### src/rtl/johnson_code_monitor.sv
// Johnson code monitor: decodes a stream of 4-bit Johnson counter values,
// tracks step-by-step sequencing through HUNT / ACQUIRE / LOCKED states and
// reports illegal codes, sequence breaks and 7->0 wraps. Every output is
// registered and appears exactly one clock after the sampling edge.
// Optional feature: define JOHNSON_MON_ERRCNT_EN to build a saturating
// 8-bit error counter; without it err_count is tied to zero.
module johnson_code_monitor #(
  parameter int LOCK_CNT   = 3,
  parameter int UNLOCK_CNT = 2
) (
  input  logic       clk,
  input  logic       reset,
  input  logic       code_valid,
  input  logic [3:0] code,
  output logic [2:0] phase,
  output logic       phase_valid,
  output logic       locked,
  output logic       illegal_err,
  output logic       seq_err,
  output logic       wrap,
  output logic [7:0] err_count
);

  typedef enum logic [1:0] {
    ST_HUNT    = 2'd0,
    ST_ACQUIRE = 2'd1,
    ST_LOCKED  = 2'd2
  } state_t;

  localparam logic [3:0] LOCK_CNT_C   = LOCK_CNT[3:0];
  localparam logic [3:0] UNLOCK_CNT_C = UNLOCK_CNT[3:0];

  // Returns {legal, step}; step is 0 for the eight non-Johnson patterns.
  function automatic logic [3:0] decode_johnson(input logic [3:0] c);
    logic [3:0] result;
    case (c)
      4'b0000: result = {1'b1, 3'd0};
      4'b0001: result = {1'b1, 3'd1};
      4'b0011: result = {1'b1, 3'd2};
      4'b0111: result = {1'b1, 3'd3};
      4'b1111: result = {1'b1, 3'd4};
      4'b1110: result = {1'b1, 3'd5};
      4'b1100: result = {1'b1, 3'd6};
      4'b1000: result = {1'b1, 3'd7};
      default: result = {1'b0, 3'd0};
    endcase
    return result;
  endfunction

  state_t     r_state;
  logic [2:0] r_ref_phase;
  logic [3:0] r_good;
  logic [3:0] r_bad;
  logic [2:0] r_phase;
  logic       r_phase_valid;
  logic       r_locked;
  logic       r_illegal_err;
  logic       r_seq_err;
  logic       r_wrap;

  state_t     w_state_nxt;
  logic [2:0] w_ref_phase_nxt;
  logic [3:0] w_good_nxt;
  logic [3:0] w_bad_nxt;
  logic [2:0] w_phase_nxt;
  logic       w_phase_valid;
  logic       w_illegal_err;
  logic       w_seq_err;
  logic       w_wrap;

  logic [3:0] w_dec;
  logic       w_legal;
  logic [2:0] w_dec_phase;
  logic [2:0] w_expected;
  logic       w_in_seq;
  logic [3:0] w_good_inc;
  logic [3:0] w_bad_inc;

  assign w_dec       = decode_johnson(code);
  assign w_legal     = w_dec[3];
  assign w_dec_phase = w_dec[2:0];
  assign w_expected  = r_ref_phase + 3'd1;
  assign w_in_seq    = w_legal && (w_dec_phase == w_expected);
  assign w_good_inc  = r_good + 4'd1;
  assign w_bad_inc   = r_bad + 4'd1;

  // Next-state and next-output logic for one sampled code.
  always_comb begin
    w_state_nxt     = r_state;
    w_ref_phase_nxt = r_ref_phase;
    w_good_nxt      = r_good;
    w_bad_nxt       = r_bad;
    w_phase_nxt     = r_phase;
    w_phase_valid   = 1'b0;
    w_illegal_err   = 1'b0;
    w_seq_err       = 1'b0;
    w_wrap          = 1'b0;
    if (code_valid) begin
      // phase follows every legal code regardless of tracking state
      if (w_legal) begin
        w_phase_nxt   = w_dec_phase;
        w_phase_valid = 1'b1;
      end else begin
        w_phase_nxt   = r_phase;
        w_phase_valid = 1'b0;
      end
      case (r_state)
        ST_HUNT: begin
          if (w_legal) begin
            w_ref_phase_nxt = w_dec_phase;
            w_good_nxt      = 4'd0;
            w_state_nxt     = ST_ACQUIRE;
          end else begin
            w_illegal_err = 1'b1;
          end
        end
        ST_ACQUIRE: begin
          if (w_in_seq) begin
            w_ref_phase_nxt = w_dec_phase;
            w_good_nxt      = w_good_inc;
            if (w_good_inc == LOCK_CNT_C) begin
              w_state_nxt = ST_LOCKED;
              w_bad_nxt   = 4'd0;
            end else begin
              w_state_nxt = ST_ACQUIRE;
            end
          end else if (w_legal) begin
            // restart acquisition anchored on the new code
            w_seq_err       = 1'b1;
            w_ref_phase_nxt = w_dec_phase;
            w_good_nxt      = 4'd0;
          end else begin
            w_illegal_err = 1'b1;
            w_state_nxt   = ST_HUNT;
          end
        end
        ST_LOCKED: begin
          if (w_in_seq) begin
            w_bad_nxt       = 4'd0;
            w_ref_phase_nxt = w_dec_phase;
            w_wrap          = (r_ref_phase == 3'd7);
          end else begin
            if (w_legal) begin
              // resync the reference to the observed code
              w_seq_err       = 1'b1;
              w_ref_phase_nxt = w_dec_phase;
            end else begin
              w_illegal_err = 1'b1;
            end
            w_bad_nxt = w_bad_inc;
            if (w_bad_inc == UNLOCK_CNT_C) begin
              w_state_nxt = ST_HUNT;
            end else begin
              w_state_nxt = ST_LOCKED;
            end
          end
        end
        default: begin
          w_state_nxt = ST_HUNT;
        end
      endcase
    end else begin
      w_state_nxt = r_state;
    end
  end

  // State, tracking counters and registered outputs.
  always_ff @(posedge clk) begin
    if (reset) begin
      r_state       <= ST_HUNT;
      r_ref_phase   <= 3'd0;
      r_good        <= 4'd0;
      r_bad         <= 4'd0;
      r_phase       <= 3'd0;
      r_phase_valid <= 1'b0;
      r_locked      <= 1'b0;
      r_illegal_err <= 1'b0;
      r_seq_err     <= 1'b0;
      r_wrap        <= 1'b0;
    end else begin
      r_state       <= w_state_nxt;
      r_ref_phase   <= w_ref_phase_nxt;
      r_good        <= w_good_nxt;
      r_bad         <= w_bad_nxt;
      r_phase       <= w_phase_nxt;
      r_phase_valid <= w_phase_valid;
      r_locked      <= (w_state_nxt == ST_LOCKED);
      r_illegal_err <= w_illegal_err;
      r_seq_err     <= w_seq_err;
      r_wrap        <= w_wrap;
    end
  end

`ifdef JOHNSON_MON_ERRCNT_EN
  logic [7:0] r_err_count;

  // Saturating count of registered error pulses, cleared only by reset.
  always_ff @(posedge clk) begin
    if (reset) begin
      r_err_count <= 8'd0;
    end else if ((w_illegal_err || w_seq_err) && (r_err_count != 8'd255)) begin
      r_err_count <= r_err_count + 8'd1;
    end else begin
      r_err_count <= r_err_count;
    end
  end

  assign err_count = r_err_count;
`else
  assign err_count = 8'd0;
`endif

  assign phase       = r_phase;
  assign phase_valid = r_phase_valid;
  assign locked      = r_locked;
  assign illegal_err = r_illegal_err;
  assign seq_err     = r_seq_err;
  assign wrap        = r_wrap;

endmodule

### config.mk
export PLATFORM = sky130hd
export DESIGN_NAME = johnson_code_monitor
export DESIGN_NICKNAME = d
export VERILOG_FILES = /design/src/rtl/johnson_code_monitor.sv
export SDC_FILE = /design/constraint.sdc
export NUM_CORES = 1
export LEC_CHECK = 0
export CAP_MARGIN = 20
export CORE_ASPECT_RATIO = 0.75
export CORE_MARGIN = 4
export CORE_UTILIZATION = 47
export DETAILED_ROUTE_END_ITERATION = 12
export PLACE_DENSITY = 0.73
export SLEW_MARGIN = 40
export SYNTH_ARGS = -nofsm -noshare
export SYNTH_HDL_FRONTEND = slang
export SYNTH_SLANG_ARGS = --single-unit
### constraint.sdc
create_clock -name clk -period 2.25 [get_ports clk]
set_clock_uncertainty 0.15 [all_clocks]
set_input_delay 0.3375 -clock clk [delete_from_list [all_inputs] [get_ports clk]]
set_output_delay 0.3375 -clock clk [all_outputs]
set_load 0.03 [all_outputs]
==> results of run 1 <==
[metal layers]
layer,part of all wire (%),GRT usage (%)
met5,0,0
met4,1.2,4.56
met3,7.4,5.25
met2,44,28.5
met1,47,23.5
[path summary, 6_finish.rpt]
path | startpoint | end | slack (ns)
setup / recovery | flop | locked$_SDFF_PP0_ | -0.13
hold / removal | phase[2]$_SDFFE_PP0P_ | phase[2]$_SDFFE_PP0P_ | 0.31
setup reg to reg | flop | locked$_SDFF_PP0_ | -0.13
hold reg to reg | phase[2]$_SDFFE_PP0P_ | phase[2]$_SDFFE_PP0P_ | 0.31
[kinds of logic (layout without fill, tap and decap cells)]
logic type	Yosys count	count (layout)	synth area share, %
AND/OR/NAND/NOR	74	74	28.8
buffers and inverters	21	46	8.66
flip-flops	21	21	30.0
XOR/XNOR	2	2	1.25
adder cells (fa/ha/maj)	10	10	8.93
AO/OA/AOI/OAI	38	39	18.5
other	1	8	0.268
multiplexers	5	5	3.57
[area by class of cell]
cell class	instances	area (um^2)	area share, %
Clock buffer	4	45.0	2.50
Inverter	7	26.3	1.46
Multi-Input combinational cell	138	957	53.2
Sequential cell	21	423	23.5
Tap cell	36	45.0	2.50
Timing Repair Buffer	35	304	16.9
[cell usage in the layout (no fill, tap or decap), drive strengths merged, types with 6 or more instances in the layout]
| master | n |
|---|---|
| a21oi | 9 |
| and3 | 6 |
| nor2 | 22 |
| inv | 7 |
| dfxtp | 21 |
| clkdlybuf4s50 | 13 |
| buf | 21 |
| ha | 10 |
| conb | 8 |
| nor3 | 8 |
| o21ai | 9 |
| nand2 | 11 |
[per-stage QoR]
stage          hold slack [ns]  setup slack (ns)  instance area (um^2)  utilization, %
4_1_cts                  0.309            -0.124                  1770            64.9
3_5_place_dp             0.298            -0.306                  1680            61.7
5_1_grt                  0.353            -0.204                  1800            66.1
6_report                 0.306            -0.131                  1800            66.1
3_3_place_gp             0.295            -0.275                  1680            61.7
2_1_floorplan            0.329           -0.0149                  1460               -
[power breakdown]
part           switching, mW  total [mW]  internal, mW
Clock                  0.125       0.252         0.127
Sequential           0.00880       0.391         0.382
Combinational          0.116       0.207        0.0917
Total                  0.250       0.850         0.600
[worst max-delay path: stages, from the launching register on]
cell	delay [ns]
dfxtp_2	0.34
ha_4	0.17
ha_4	0.21
or3b_1	0.34
a211o_1	0.32
a22o_4	0.28
nand4bb_1	0.21
o311ai_1	0.13
and2_1	0.18
[repair_timing]
action                     CTS  global route
resized for setup            2             7
buffers inserted             3             0
setup endpoints to repair    9            13
hold endpoints to repair     0             0
cloned                       1             0
pin swaps                    7             2
==> qor.yml, run 1 <==
status:
  outcome: "finished with violations"
  violations: "negative setup slack"
global_route:
  track_usage_pct: 17.9
  grt_pass1_vias: 1308
  antenna_found_initial: 0
  overflow: 0
  grt_max_degree: 12
  grt_pass1_wl_um: 5790
logic_synthesis:
  async_flop_share_pct: 0
  synth_area_leaders: "dfxtp_1, ha_1, nor2_1"
  ys_seq_elements: 21
  syn_area_mm2: 0.00140
  avgSynthCellArea_um2: 8.15
  yosysTopAreaCell: "dfxtp_1"
  synth_top_area_share_pct: 30.0
  synth_common_cells: "nor2_1, dfxtp_1, nand2_1"
  postSynthCellCount: 172
  synth_enable_flop_cells: 0
  netlist-cell-type-count: 47
  yosys_warnings: 0
  ys_seq_area_share_pct: 30.0
  synth_ff_type: "dfxtp_1"
  yosysMostFrequentCell: "nor2_1"
placed_design:
  place_congestion: 0.890
  numPortBuffers: 14
  placedCellCount: 233
  hpwl_um: 2470
clock_network:
  clk_pin_slew_worst_paths_ns: 0.08
  cts-root-buf: "clkbuf_8"
  cts_hold_buf: 0
  clk_path_buf_depth: 2
  clock-sinks: 21
  htreeDepth: 1
  cts_buffers: 3
  clk_latency_ns: 0.27
  cts_tree: "yes"
sta:
  hold_viol: 0
  slew_violations: 0
  fin_crit_ns: 2.38
  fmax_mhz: 420
  min_period_over_period_pct: 106
  setup_ws_ns: -0.131
  final.setup.tns_ns: -0.828
  setup_violations: 12
  rsz0062_at_grt: "true"
critical_path:
  crit_type: "flop to flop"
  required_ns: 2.31
  arrival_ns: 2.44
  r2r_cells: 8
  cp-start-kind: "flop"
  end_kind: "flop"
  critPathMaxFanout: 6
drt:
  wl_per_cell_um: 14.1
  ant_nets: 0
  viasPerCell: 5.55
  drt_iter0_drc: 105
  vias: 1337
  routed_wl_um: 3410
  drt-pass1-iter-count: 4
  drc_errors: 0
die:
  initial_core_util_pct: 51.5
  die_w_um: 71.1
  core_area_mm2: 0.00272
  die_y_um: 55.3
  die_area_mm2: 0.00393
  rows: 16
  num_io_pins: 23
final_layout:
  fin_cells: 241
  diodes: 0
  num-fill-cells: 228
  layout-drive-gt1-share_pct: 20.5
  fin_nets: 223
  area.growth.synth_to_final_pct: 28.5
power:
  p_leak_nw: 0.762
  finalPower_mw: 0.850
  p_per_area_mw_per_mm2: 472
  ir_drop_mv: 0.466
hold_path:
  hold_path_depth: 2
  hold_class: "flop to flop"
flow_run:
  max_cap_viol_count: 0
No activity file was read; power rests on OpenSTA's default activity.
==> run 2, diff against run 1 <==
CORE_UTILIZATION = 50   (was 47)
CTS_BUF_LIST = sky130_fd_sc_hd__clkbuf_4   (was not set)
PLACE_DENSITY = 0.77   (was 0.73)
==> run 2 against run 1 <==
The flow still finishes with violations (negative setup slack). Register-to-register slack worse by 0.07 ns. Sequential power about the same. First-iteration DRC count up 17%. Highest routed layer unchanged. Critical path type unchanged.
==> qor.yml, run 2 (synthesis results as in run 1) <==
status:
  outcome: "finished with violations"
  violations: "negative setup slack"
sta:
  hold_viol: 0  # unchanged
  slew_violations: 0  # unchanged
  setup_violations: 13  # +1
  min_period_over_period_pct: 109  # +2.9 points
  fmax_mhz: 409  # -2.7%
  rsz0062_at_grt: "true"
  setup_ws_ns: -0.197  # -0.0659 ns
  fin_crit_ns: 2.45  # +0.0659 ns
  whs_ns: 0.347  # +0.0408 ns
hold_path:
  hold_class: "flop to flop"
  whs_endpoint: "phase[2]$_SDFFE_PP0P_"
  min-delay-start: "phase[2]$_SDFFE_PP0P_"
  hold_path_depth: 2  # unchanged
global_route:
  overflow: 0  # unchanged
  track_usage_pct: 19.7  # +1.8 points
  grt_pass1_wl_um: 5790  # unchanged
  antenna_found_initial: 0  # unchanged
  grt_max_degree: 12  # unchanged
  grt_pass1_vias: 1341  # +2.5%
critical_path:
  r2r_setup_slack_ns: -0.20  # -0.07 ns
  crit_type: "flop to flop"
  r2r-end: "locked$_SDFF_PP0_"
  required_ns: 2.31  # about the same
  arrival_ns: 2.51  # +0.07 ns
  path_common_cell: "ha_4"
  cp-start-kind: "flop"
  critPathMaxFanout: 5  # -1
  slowest_stage: "or3b_4"
  worstPathCellList: "ha_4 > ha_4 > or3b_4 > a211o_1 > a22o_4 > o221ai_2 > a2bb2oi_2 > and2_1"
  end_kind: "flop"
  r2r_cells: 8  # unchanged
  slowest_delay_ns: 0.37  # +0.03 ns
final_layout:
  area.growth.synth_to_final_pct: 28.9
  fin_nets: 223  # unchanged
  diodes: 0  # unchanged
  fin_cells: 241  # unchanged
  final_common_cell: "nor2_1"
  layout-drive-gt1-share_pct: 22.9  # +2.4 points
  mostFrequentLayoutCells: "nor2_1, buf_4, dfxtp_1"
die:
  num_io_pins: 23  # unchanged
  die_y_um: 53.9  # -2.6%
  rows: 16  # unchanged
  die_area_mm2: 0.00372  # -5.2%
  core_area_mm2: 0.00264  # -2.9%
  initial_core_util_pct: 53.0  # +1.6 points
  die_w_um: 69.1  # -2.7%
placed_design:
  placedCellCount: 234  # +0.43%
  place_congestion: 0.839  # -5.7%
  numPortBuffers: 14  # unchanged
  hpwl_um: 2690  # +8.8%
drt:
  ant_nets: 0  # unchanged
  wl_per_cell_um: 15.7  # +11%
  top_layer_used: "met4"
  wl_met2_um: 1790  # +18%
  wl_met1_um: 1570  # -1.9%
  viasPerCell: 6.03  # +8.8%
  wl_met3_um: 316  # +26%
  drc_errors: 0  # unchanged
  drt_iter0_drc: 123  # +17%
  drt-pass1-iter-count: 4  # unchanged
  routed_wl_um: 3780  # +11%
  vias: 1454  # +8.8%
power:
  p_leak_nw: 0.736  # -3.4%
  finalPower_mw: 0.804  # -5.4%
  p_per_area_mw_per_mm2: 445  # -5.8%
  ir_drop_mv: 0.439  # -5.8%
flow_run:
  max_cap_viol_count: 0  # unchanged
clock_network:
  clk_pin_slew_worst_paths_ns: 0.12  # +0.04 ns
  cts-root-buf: "clkbuf_4"
  cts_buffers: 3  # unchanged
  htreeDepth: 1  # unchanged
  clock-sinks: 21  # unchanged
  cts_tree: "yes"
  clk_path_buf_depth: 2  # unchanged
  clk_latency_ns: 0.31  # +0.04 ns
[run 2: through the flow]
step / cell area, um^2 / TNS [ns] / setup slack [ns] / utilization (%)
2_1_floorplan: 1460 / -0.0149 / -0.0149 / -
3_3_place_gp: 1690 / -2.09 / -0.227 / 63.9
3_5_place_dp: 1690 / -3.42 / -0.345 / 63.9
4_1_cts: 1770 / -1.02 / -0.153 / 66.9
5_1_grt: 1810 / -2.45 / -0.285 / 68.4
6_report: 1810 / -1.67 / -0.197 / 68.4
[run 2: where the power goes]
group | switching, mW | internal, mW | total, mW
clock network | 0.115 | 0.0814 | 0.196
logic | 0.123 | 0.0935 | 0.217
registers | 0.00859 | 0.382 | 0.391
[run 2: timing repair]
item	in CTS	in global routing
pin swaps	3	8
setup endpoints to repair	10	13
resized for setup	5	8
buffers inserted	2	0
cloned	1	0
hold buffers	0	0
[run 2: layout make-up]
class | count | area (um^2)
multi-input combinational | 138 | 981
fill | 209 | 836
sequential | 21 | 423
timing repair buffer | 35 | 302
tap | 36 | 45.0
clock buffer | 4 | 30.0
inverter | 7 | 26.3
[run 2: worst max-delay path by stage]
stage             from                      to  slack (ns)  cells after the start
2_1_floorplan     flop   r_bad[3]$_SDFFE_PP0P_       -0.01                      9
3_3_place_gp   code[3]       locked$_SDFF_PP0_       -0.23                      7
3_5_place_dp   code[3]  r_good[3]$_SDFFE_PP0P_       -0.35                      8
4_1_cts           flop       locked$_SDFF_PP0_       -0.15                      8
5_1_grt           flop       locked$_SDFF_PP0_       -0.28                      8
6_report          flop       locked$_SDFF_PP0_       -0.20                      8
[run 2: metal layers]
metal	global-route usage (%)	up-vias
li1	-	667
met1	22.0	677
met2	35.1	93
met3	5.04	17
met4	11.0	0
met5	0	-
[run 2: worst max-delay path: cells and delay by family, from the launching register on]
family / cells / cell delay, ns
AO/OA/AOI/OAI: 4 / 0.96
AND/OR/NAND/NOR: 2 / 0.51
adder cells (fa/ha/maj): 2 / 0.39
flip-flops: 1 / 0.35
